### src/rtl/stream_checker_gap_timer.sv
// Saturating clocks-since-last-strobe counter; timeout flags a strobe overdue by one clock.
// Used by stream_checker only when STREAM_CHK_INTERVAL_EN is defined.
module gap_timer #(
  parameter int PERIOD = 4,
  parameter int GAP_W  = 4
) (
  input  logic             i_clock,
  input  logic             i_reset_n,
  input  logic             i_valid,
  output logic [GAP_W-1:0] o_gap,
  output logic             o_timeout
);

  localparam logic [GAP_W-1:0] LP_TIMEOUT = GAP_W'(PERIOD + 1);

  logic [GAP_W-1:0] r_gap;

  always_ff @(posedge i_clock or negedge i_reset_n) begin
    if (!i_reset_n) begin
      r_gap <= '0;
    end else if (i_valid) begin
      r_gap <= GAP_W'(1);
    end else if (r_gap != '1) begin
      r_gap <= r_gap + 1'b1;
    end
  end

  assign o_gap     = r_gap;
  assign o_timeout = (r_gap == LP_TIMEOUT);

endmodule

### config.mk
export PLATFORM = sky130hd
export DESIGN_NAME = gap_timer
export DESIGN_NICKNAME = d
export VERILOG_FILES = /design/src/rtl/stream_checker_gap_timer.sv
export SDC_FILE = /design/constraint.sdc
export NUM_CORES = 1
export LEC_CHECK = 0
export ABC_AREA = 1
export BUFFER_PORTS_ARGS = -buffer_cell sky130_fd_sc_hd__buf_2
export CORE_AREA = 2 2 39 41
export DETAILED_ROUTE_END_ITERATION = 7
export DIE_AREA = 0 0 41 43
export HOLD_SLACK_MARGIN = 0.03
export PLACE_DENSITY_LB_ADDON = 0.12
export SLEW_MARGIN = 0
export SYNTH_ARGS = -nofsm -noshare
export SYNTH_HDL_FRONTEND = slang
export SYNTH_SLANG_ARGS = --single-unit
### constraint.sdc
create_clock -name i_clock -period 1.2 [get_ports i_clock]
set_input_delay 0.24 -clock i_clock [delete_from_list [all_inputs] [get_ports i_clock]]
set_output_delay 0.24 -clock i_clock [all_outputs]
set_load 0.02 [all_outputs]
==> metrics.cfg, run 1 <==
[route]
drt.antenna.violating_nets = 0
drt_iter0_markers = 2
viasPerCell = 3.58
drc = 0
dr_total_vias = 215
wirelength_um = 463
drtPass1Iterations = 2
wl_per_cell_um = 7.72

[sta]
slew_viol_final = 0
rsz0062_at_grt = yes
finalCritPeriodShare_pct = 110
setup_viol = 2
fmaxAchievable_mhz = 761
relSlewSlack_pct = 86.1
hold_slack_ns = 0.253
setup_tns_ns = -0.120
period_needed_ns = 1.31
worstMarginPinSlew_ns = 0.209
fin_ws_ns = -0.115
finalClockSkew_ns = 0.000313
hold_viol_final = 0

[yosys]
synth_seq_cells = 4
syn_area_um2 = 228
ys_seq_area_share_pct = 44.0
async_flop_share_pct = 100
yosys_warnings = 0
synth_top_area_share_pct = 44.0
syn-num-nets = 35
synthTopCellsByArea = dfrtp_1 (44%), nand2_1 (13%), ha_1 (11%)
synth_area_per_cell_um2 = 7.59
synth.distinct_cells = 10
synth_ff_type = dfrtp_1
yosysTopAreaCell = dfrtp_1
syn_inst = 30
synth_edf_count = 0
synth_common_cells = nand2_1 (8), nor2_1 (5), dfrtp_1 (4), inv_1 (4), nand3_1 (3)
yosysMostFrequentCell = nand2_1

[final_layout]
area_growth_pct = 61.5
final_cells = 60
largest_register_ffs = 4
fin_area_um2 = 368
antenna_cells = 0
fin_nets = 51
layout-drive-gt1-share_pct = 43.2

[min_path]
hold_path_class = input pin to flop
whs_endpoint = o_gap[0]$_DFFE_PN0P_
hold_depth = 3
hold_start = i_valid

[worst_setup_path]
critPathLaunchType = flop
crit_slowest_cell = dfrtp_1
reg2regPathDepth = 6
path_buf_inv = 2
timing.rr.end = o_gap[0]$_DFFE_PN0P_
worstPathArrival_ns = 1.07
critPathMaxStageDelay_ns = 0.36
crit_chain = inv_1, ha_2, nand2_2, nor2_2, buf_6
worstSetupEndpointType = primary output
r2r-start = o_gap[0]$_DFFE_PN0P_
rrSetupSlack_ns = 0.10
worstPathRequired_ns = 0.96
critical-path-top-delay-family = flip-flops
crit_type = flop to primary output
cp_max_fo = 2

[grt]
antenna_found_initial = 0
grt_start_max_net_pins = 7
grt_pass1_vias = 198
overflow = 0
grt_usage_pct = 6.34
grt_first_pass_wirelength_um = 710

[clock_network]
cts_tree = yes
cts_sinks = 4
cts_inserted_buffers = 3
path_clk_slew_ns = 0.03
max-clock-path-buffers = 2
root_buffer = clkbuf_4
htree_levels = 1
clk_latency_ns = 0.23

[outcome]
status = finished, violations left
failed_checks = negative setup slack

[placed_design]
dpl.cell_count = 54
io_buffers = 7
dpl_cell_area_um2 = 293
place.gp.congestion = 0.605
place_hpwl_um = 390

[power]
p_comb_share_pct = 25.6
powerDensity_nw_per_um2 = 1150
ir_drop_mv = 0.418
seqPwrFrac_pct = 37.5
total_leakage_power_uw = 0.000197
clock_power_share_pct = 36.9
switchingPower_uw = 115
intPower_uw = 310
switching_share_pct = 27.1

[floorplanning]
initial_utilization_pct = 16.5
die_y_um = 43
fp-row-count = 14
num_io_pins = 8
dieArea_um2 = 1760
core_area_um2 = 1380
die_x_um = 41

[flow_run]
drv_cap = 0

repair_timing:
| item | in CTS | in global routing |
|---|---|---|
| hold endpoints to repair | 4 | 0 |
| buffers inserted | 2 | 0 |
| setup endpoints to repair | 1 | 3 |
| hold buffers | 1 | 0 |
| resized for setup | 2 | 7 |
| pin swaps | 0 | 0 |
metrics by stage:
stage,power [uW],util (%),setup slack (ns)
after floorplan,212,-,0.00687
after CTS,425,25.0,-0.121
after global placement,244,21.2,0.0746
after detailed placement,245,21.2,0.0509
after global routing,448,26.6,-0.168
final,425,26.6,-0.115
routing by layer:
| layer | global-route usage, % | wire length [um] | vias up |
|---|---|---|---|
| met3 | 1.57 | 28 | 0 |
| met5 | 0 | 0 | - |
| met4 | 6.00 | 0 | 0 |
| met2 | 9.38 | 250 | 4 |
| met1 | 6.82 | 184 | 91 |
| li1 | - | - | 120 |
tightest hold or removal path, stage by stage:
cell	delay, ns
buf_2	0.08
inv_2	0.04
nand3_1	0.08
kinds of logic after synthesis:
kind of cell / after synthesis / share of synthesized area, %
compound gates: 2 / 4.39
fa+ha+maj: 2 / 11.0
buf+inv: 5 / 8.24
flops: 4 / 44.0
simple gates: 17 / 32.4
power groups by stage:
stage                     Combinational (uW)  Sequential [uW]  Clock (uW)
after floorplan                         34.7              178           0
after global placement                  79.4              165           0
after detailed placement                80.8              165           0
after CTS                                101              158         166
after global routing                     120              161         168
final                                    109              159         157
layout by cell type, fill, tap and decap left out, drive strengths merged:
| cell | count |
|---|---|
| buf | 10 |
| nand2 | 8 |
| inv | 5 |
| nor2 | 5 |
| dfrtp | 4 |
| nand3 | 4 |
| clkbuf | 3 |
| ha | 2 |
| o21ai | 1 |
| a21oi | 1 |
| dlygate4sd3 | 1 |
worst max path at each step:
stage	from	endpoint	slack [ns]	depth (start not counted)
6_report	o_gap[1]$_DFFE_PN0P_	o_timeout	-0.11	5
3_5_place_dp	o_gap[1]$_DFFE_PN0P_	o_timeout	0.05	5
5_1_grt	o_gap[1]$_DFFE_PN0P_	o_timeout	-0.17	5
2_1_floorplan	o_gap[0]$_DFFE_PN0P_	o_timeout	0.007	3
4_1_cts	o_gap[1]$_DFFE_PN0P_	o_timeout	-0.12	5
3_3_place_gp	o_gap[0]$_DFFE_PN0P_	o_timeout	0.07	4
final cells by class:
class	count	area (um2)
Fill cell	158	1020
Inverter	5	18.8
Timing Repair Buffer	11	87.6
Sequential cell	4	100
Clock buffer	3	22.5
Tap cell	16	20.0
Multi-Input combinational cell	21	119
(Power assumes the default switching activity.)
==> run 2, diff against run 1 <==
--- a/config.mk
+++ b/config.mk
@@ -13,3 +13,2 @@
 export HOLD_SLACK_MARGIN = 0.03
-export PLACE_DENSITY_LB_ADDON = 0.12
 export SLEW_MARGIN = 0
==> constraint.sdc (replaced) <==
create_clock -name i_clock -period 1.34 [get_ports i_clock]
set_input_delay 0 -clock i_clock [delete_from_list [all_inputs] [get_ports i_clock]]
set_output_delay 0 -clock i_clock [all_outputs]
set_load 0.02 [all_outputs]
==> run 2 against run 1 <==
  * The flow now finishes without violations
  * Setup slack gained 0.32 ns
  * Clock power barely moved
  * Routed wire length is 2.4% higher
  * First-iteration DRC count decreased by 50%
  * Combinational power is 36% lower
  * Via count up 4.2%
  * Global-route usage grew 0.60 points
  * Worst hold slack got worse by 0.16 ns
  * Die area unchanged
  * Clock skew up 0.0048 ns
  * Critical path type unchanged
==> metrics.cfg, run 2 (synthesis gave the netlist of run 1 again) <==
[worst_setup_path]
cp_max_fo = 6  ; +4
worstPathRequired_ns = 1.34  ; +0.38 ns
worstPathArrival_ns = 1.13  ; +0.06 ns
crit_type = flop to primary output
crit_chain = ha_1, nand2_1, nor2_1, buf_2
critPathLaunchType = flop
critical-path-top-delay-family = flip-flops
worstSetupEndpointType = primary output
crit_slowest_cell = dfrtp_1
path_buf_inv = 1  ; -1
critPathMaxStageDelay_ns = 0.43  ; +0.07 ns

[sta]
finalClockSkew_ns = 0.00508  ; +0.00477 ns
fin_ws_ns = 0.205  ; +0.320 ns
setup_tns_ns = 0  ; +0.120 ns
slew_viol_final = 0  ; unchanged
period_needed_ns = 1.13
hold_viol_final = 0  ; unchanged
finalCritPeriodShare_pct = 84.7
setup_viol = 0  ; -2
rsz0062_at_grt = no
fmaxAchievable_mhz = 881
relSlewSlack_pct = 86.2  ; +0.15 points
worstMarginPinSlew_ns = 0.206  ; -0.00218 ns

[final_layout]
mostFrequentLayoutCell = nand2_1
nFillCells = 163  ; +3.2%
antenna_cells = 0  ; unchanged
area_growth_pct = 42.9
fin_nets = 49  ; -3.9%
fin_area_um2 = 325  ; -12%
largest_register_ffs = 4  ; unchanged
final_cell_mix = nand2_1 (8), buf_2 (7), nor2_1 (5)
layout-drive-gt1-share_pct = 28.6  ; -15 points

[min_path]
hold_path_class = input pin to asynchronous set/reset pin

[clock_network]
htree_levels = 1  ; unchanged
clk_latency_ns = 0.24  ; about the same
cts_setup_buffers = 0  ; -2
cts_tree = yes
root_buffer = clkbuf_4
cts-resized-gates = 0  ; -2
cts_inserted_buffers = 3  ; unchanged
max-clock-path-buffers = 2  ; unchanged
path_clk_slew_ns = 0.04  ; about the same
cts_sinks = 4  ; unchanged

[placed_design]
dp_slack_ns = 0.257  ; +0.207 ns
place.gp.congestion = 0.664  ; +9.7%
place_hpwl_um = 375  ; -3.9%
dpl_cell_area_um2 = 283  ; -3.4%
io_buffers = 7  ; unchanged

[route]
wirelength_um = 474  ; +2.4%
wl_per_cell_um = 8.17  ; +5.9%
drtPass1Iterations = 2  ; unchanged
drt.antenna.violating_nets = 0  ; unchanged
drt_iter0_markers = 1  ; -1
dr_wl_met2_um = 199  ; -20%
dr_wl_met3_um = 55  ; +96%
drc = 0  ; unchanged
viasPerCell = 3.86  ; +7.8%
dr_total_vias = 224  ; +4.2%
wl_met1_um = 219  ; +19%
highest_layer = met3

[power]
ir_drop_mv = 0.341  ; -18%
total_leakage_power_uw = 0.000184  ; -6.9%
powerDensity_nw_per_um2 = 1140  ; -1.3%

[grt]
grt_pass1_vias = 188  ; -5.1%
grt_start_max_net_pins = 7  ; unchanged
grt_usage_pct = 6.95  ; +0.60 points
antenna_found_initial = 0  ; unchanged
overflow = 0  ; unchanged
grt_first_pass_wirelength_um = 752  ; +5.9%

[floorplanning]
dieArea_um2 = 1760  ; unchanged
fp-row-count = 14  ; unchanged
die_x_um = 41  ; unchanged
die_y_um = 43  ; unchanged
num_io_pins = 8  ; unchanged
core_area_um2 = 1380  ; unchanged
initial_utilization_pct = 16.5  ; unchanged

[flow_run]
drv_cap = 0  ; unchanged

[outcome]
status = completed

-- run 2: cell count changes in the layout (fill, tap and decap cells not counted), sizes merged --
cell / delta
buf: -3
dlygate4sd3: +1
-- run 2: final cells by class --
| type | count | area (um2) | share of cell area [%] |
|---|---|---|---|
| Tap cell | 16 | 20.0 | 6.15 |
| Clock buffer | 3 | 22.5 | 6.92 |
| Multi-Input combinational cell | 21 | 109 | 33.5 |
| Sequential cell | 4 | 100 | 30.8 |
| Timing Repair Buffer | 9 | 55.1 | 16.9 |
| Inverter | 5 | 18.8 | 5.77 |
-- run 2: per-stage QoR --
stage	instances	power, uW	hold WS [ns]	util (%)
final	58	371	0.0959	23.5
after global routing	58	400	0.107	23.5
after CTS	58	382	0.0895	23.5
after detailed placement	53	216	-0.188	20.4
after global placement	53	214	-0.191	20.4
after floorplan	30	189	-0.296	-
-- run 2: final timing paths --
path                                 startpoint                   end  cells after the start  slack, ns
setup / recovery           o_gap[0]$_DFFE_PN0P_             o_timeout                      4       0.21
max in group asynchronous             i_reset_n  o_gap[2]$_DFFE_PN0P_                      2       1.12
hold / removal                        i_reset_n  o_gap[0]$_DFFE_PN0P_                      2        0.1
setup reg to reg           o_gap[0]$_DFFE_PN0P_  o_gap[0]$_DFFE_PN0P_                      5       0.26
min in group i_clock                    i_valid  o_gap[0]$_DFFE_PN0P_                      4       0.53
hold reg to reg            o_gap[1]$_DFFE_PN0P_  o_gap[1]$_DFFE_PN0P_                      2       0.60
-- run 2: metal layers --
layer,up-vias,global-route usage (%)
li1,117,-
met2,9,8.44
met1,98,7.79
met5,-,0
met3,0,7.85
met4,0,2.00
-- run 2: report_power, final --
part	leakage, uW	switching, uW	internal [uW]
logic	0.000119	42.0	27.9
clock network	0.0000138	53.5	100
registers	0.0000507	15.4	132
total	0.000184	111	260
-- run 2: what timing repair did --
action / CTS / global route
endpoints found under the setup margin: 0 / 0
hold endpoints to repair: 7 / 0
hold buffers: 2 / 0
==> run 3, diff against run 2 <==
- ABC_AREA: 1 -> 0
- clock period: 1.34 -> 0.92 ns (I/O delays scaled with it)
==> run 3 against run 2 <==
  * The flow now finishes with violations (negative setup slack)
  * Clock-buffer cell count up 1
  * Synthesized cell count down 30%
  * Combinational power rose to 3.0 times the previous value
  * Critical path type is now flop to flop
  * Design area up 43%
  * Sequential share of layout area down 8.7 points
  * Cell count unchanged
  * Highest routed layer unchanged
==> metrics.cfg, run 3 <==
[outcome]
status = finished, violations left
failed_checks = negative setup slack

[grt]
overflow = 0  ; unchanged
grt_pass1_vias = 220  ; +17%
grt_usage_pct = 7.06  ; +0.11 points
grt_start_max_net_pins = 9  ; +2
antenna_found_initial = 0  ; unchanged
grt_first_pass_wirelength_um = 828  ; +10%

[yosys]
syn-num-nets = 26  ; -26%
yosys_warnings = 0  ; unchanged
ys_seq_area_share_pct = 42.6  ; -1.4 points
syn_inst = 21  ; -30%
yosysMostFrequentCell = dfrtp_1
synth_area_per_cell_um2 = 11.2  ; +48%
synth_seq_cells = 4  ; unchanged
synth_edf_count = 0  ; unchanged
synth_ff_type = dfrtp_1
synth_common_cells = dfrtp_1 (4), ha_1 (2), nor2_1 (2), nor2b_1 (2)
syn_area_um2 = 235  ; +3.3%
async_flop_share_pct = 100  ; unchanged
synth.distinct_cells = 15  ; +5
yosysTopAreaCell = dfrtp_1
synthTopCellsByArea = dfrtp_1 (43%), ha_1 (11%), a211oi_2 (5.3%)
synth_top_area_share_pct = 42.6  ; -1.4 points

[sta]
period_needed_ns = 1.17
finalCritPeriodShare_pct = 127
setup_viol = 8  ; +8
slew_viol_final = 0  ; unchanged
hold_viol_final = 0  ; unchanged
fin_ws_ns = -0.249  ; -0.455 ns
finalClockSkew_ns = 0.00741  ; +0.00233 ns
worstMarginPinSlew_ns = 0.264  ; +0.0580 ns
relSlewSlack_pct = 82.4  ; -3.9 points
rsz0062_at_grt = yes
fmaxAchievable_mhz = 855

[power]
switching_share_pct = 29.0  ; -0.91 points
finalPower_uw = 672  ; +81%
total_leakage_power_uw = 0.000212  ; +16%
powerDensity_nw_per_um2 = 1450  ; +27%
switchingPower_uw = 195  ; +76%
intPower_uw = 477  ; +84%
seqPwrFrac_pct = 33.3  ; -6.3 points
p_comb_share_pct = 31.6  ; +13 points
ir_drop_mv = 0.512  ; +50%
clock_power_share_pct = 35.1  ; -6.4 points

[final_layout]
final_cell_mix = buf_4 (6), buf_2 (4), buf_6 (4)
fin_area_um2 = 464  ; +43%
antenna_cells = 0  ; unchanged
area_growth_pct = 97.3
mostFrequentLayoutCell = buf_4
fin_nets = 48  ; -2.0%
largest_register_ffs = 4  ; unchanged
layout-drive-gt1-share_pct = 69.0  ; +40 points

[clock_network]
htree_levels = 1  ; unchanged
path_clk_slew_ns = 0.04  ; about the same
root_buffer = clkbuf_4
cts_tree = yes
max-clock-path-buffers = 2  ; unchanged
clk_latency_ns = 0.24  ; about the same
cts_sinks = 4  ; unchanged
cts_inserted_buffers = 3  ; unchanged

[route]
dr_wl_met2_um = 286  ; +44%
drt.antenna.violating_nets = 0  ; unchanged
drc = 0  ; unchanged
wl_met1_um = 268  ; +22%
drtPass1Iterations = 2  ; unchanged
dr_wl_met3_um = 33  ; -40%
dr_total_vias = 240  ; +7.1%
highest_layer = met3
wirelength_um = 588  ; +24%
viasPerCell = 4.14  ; +7.1%
drt_iter0_markers = 1  ; unchanged
wl_per_cell_um = 10.1  ; +24%

[floorplanning]
initial_utilization_pct = 17.0  ; +0.54 points
dieArea_um2 = 1760  ; unchanged
die_x_um = 41  ; unchanged
die_y_um = 43  ; unchanged
core_area_um2 = 1380  ; unchanged
fp-row-count = 14  ; unchanged
num_io_pins = 8  ; unchanged

[placed_design]
place.gp.congestion = 0.629  ; -5.2%
place_hpwl_um = 363  ; -3.3%
io_buffers = 7  ; unchanged
dpl_cell_area_um2 = 333  ; +18%

[worst_setup_path]
worstPathRequired_ns = 1.06  ; -0.28 ns
critPathLaunchType = flop
crit_chain = ha_4, a311o_1, o31ai_2
worstSetupEndpointType = flop
reg2regPathDepth = 3  ; -2
timing.rr.end = o_gap[1]$_DFFE_PN0P_
crit_slowest_cell = dfrtp_2
r2r-start = o_gap[0]$_DFFE_PN0P_
cp_max_fo = 5  ; -1
rrSetupSlack_ns = -0.25  ; -0.51 ns
critPathMaxStageDelay_ns = 0.45  ; +0.02 ns
worstPathArrival_ns = 1.31  ; +0.18 ns
crit_type = flop to flop

[min_path]
hold_path_class = input pin to asynchronous set/reset pin

[flow_run]
drv_cap = 0  ; unchanged

[run 3: cell types whose count changed after synthesis, sizes merged, moves of 2 or more]
cell and change:
nand2 -8, inv -4, nand3 -3, nor2 -3, and3b +2, nor2b +2
[run 3: cell type report]
type	instances	area, um2
clock buffers	4	26.3
fillers	142	920
inverters	1	3.75
multi-input cells	16	171
flip-flops and latches	4	103
well taps	16	20.0
repair buffers	17	140
[run 3: routing by layer]
layer | vias to the layer above | global-route usage (%)
met2 | 7 | 8.75
li1 | 120 | -
met3 | 0 | 1.57
met1 | 113 | 9.80
met5 | - | 0
met4 | 0 | 6.00
[run 3: how the worst max path moves through the flow]
stage / from / to / slack (ns) / cells after the start
2_1_floorplan: o_gap[1]$_DFFE_PN0P_ / o_gap[1]$_DFFE_PN0P_ / -0.27 / 4
3_3_place_gp: o_gap[0]$_DFFE_PN0P_ / o_gap[1]$_DFFE_PN0P_ / -0.22 / 3
3_5_place_dp: o_gap[0]$_DFFE_PN0P_ / o_gap[1]$_DFFE_PN0P_ / -0.24 / 3
4_1_cts: o_gap[0]$_DFFE_PN0P_ / o_timeout / -0.25 / 3
5_1_grt: o_gap[0]$_DFFE_PN0P_ / o_gap[3]$_DFFE_PN0P_ / -0.27 / 4
6_report: o_gap[0]$_DFFE_PN0P_ / o_gap[1]$_DFFE_PN0P_ / -0.25 / 3
[run 3: cells by family (layout without fill, tap and decap cells)]
logic type | Yosys count | in the layout | synth area share (%)
buffers and inverters | 1 | 22 | 1.59
multiplexers | 1 | 1 | 4.26
flip-flops | 4 | 4 | 42.6
AND/OR/NAND/NOR | 9 | 9 | 23.4
adder cells (fa/ha/maj) | 2 | 2 | 10.6
AO/OA/AOI/OAI | 4 | 4 | 17.6
[run 3: stage by stage]
step	instances	setup slack, ns	hold WS (ns)	setup TNS, ns	util (%)
2_1_floorplan	21	-0.266	-0.296	-0.606	-
3_3_place_gp	49	-0.219	-0.192	-0.589	24.1
3_5_place_dp	49	-0.237	-0.191	-0.661	24.1
4_1_cts	57	-0.246	0.0771	-1.06	30.8
5_1_grt	58	-0.275	0.100	-1.34	33.5
6_report	58	-0.249	0.0864	-1.10	33.5
[run 3: critical path: cells and delay by family, from the launching register on]
family	cells	cell delay [ns]
flip-flops	1	0.45
adder cells (fa/ha/maj)	1	0.19
AO/OA/AOI/OAI	2	0.43
[run 3: power by group through the flow]
stage          Sequential (uW)  Combinational [uW]  Clock (uW)
4_1_cts                    215                 189         253
3_3_place_gp               217                 148           0
5_1_grt                    225                 231         256
3_5_place_dp               217                 149           0
6_report                   224                 212         236
2_1_floorplan              237                55.4           0
[run 3: what timing repair did]
action	4_1_cts	5_1_grt
hold endpoints to repair	6	0
hold buffers	3	0
resized for setup	9	4
setup buffers	1	1
setup endpoints to repair	7	7
gates cloned	0	0
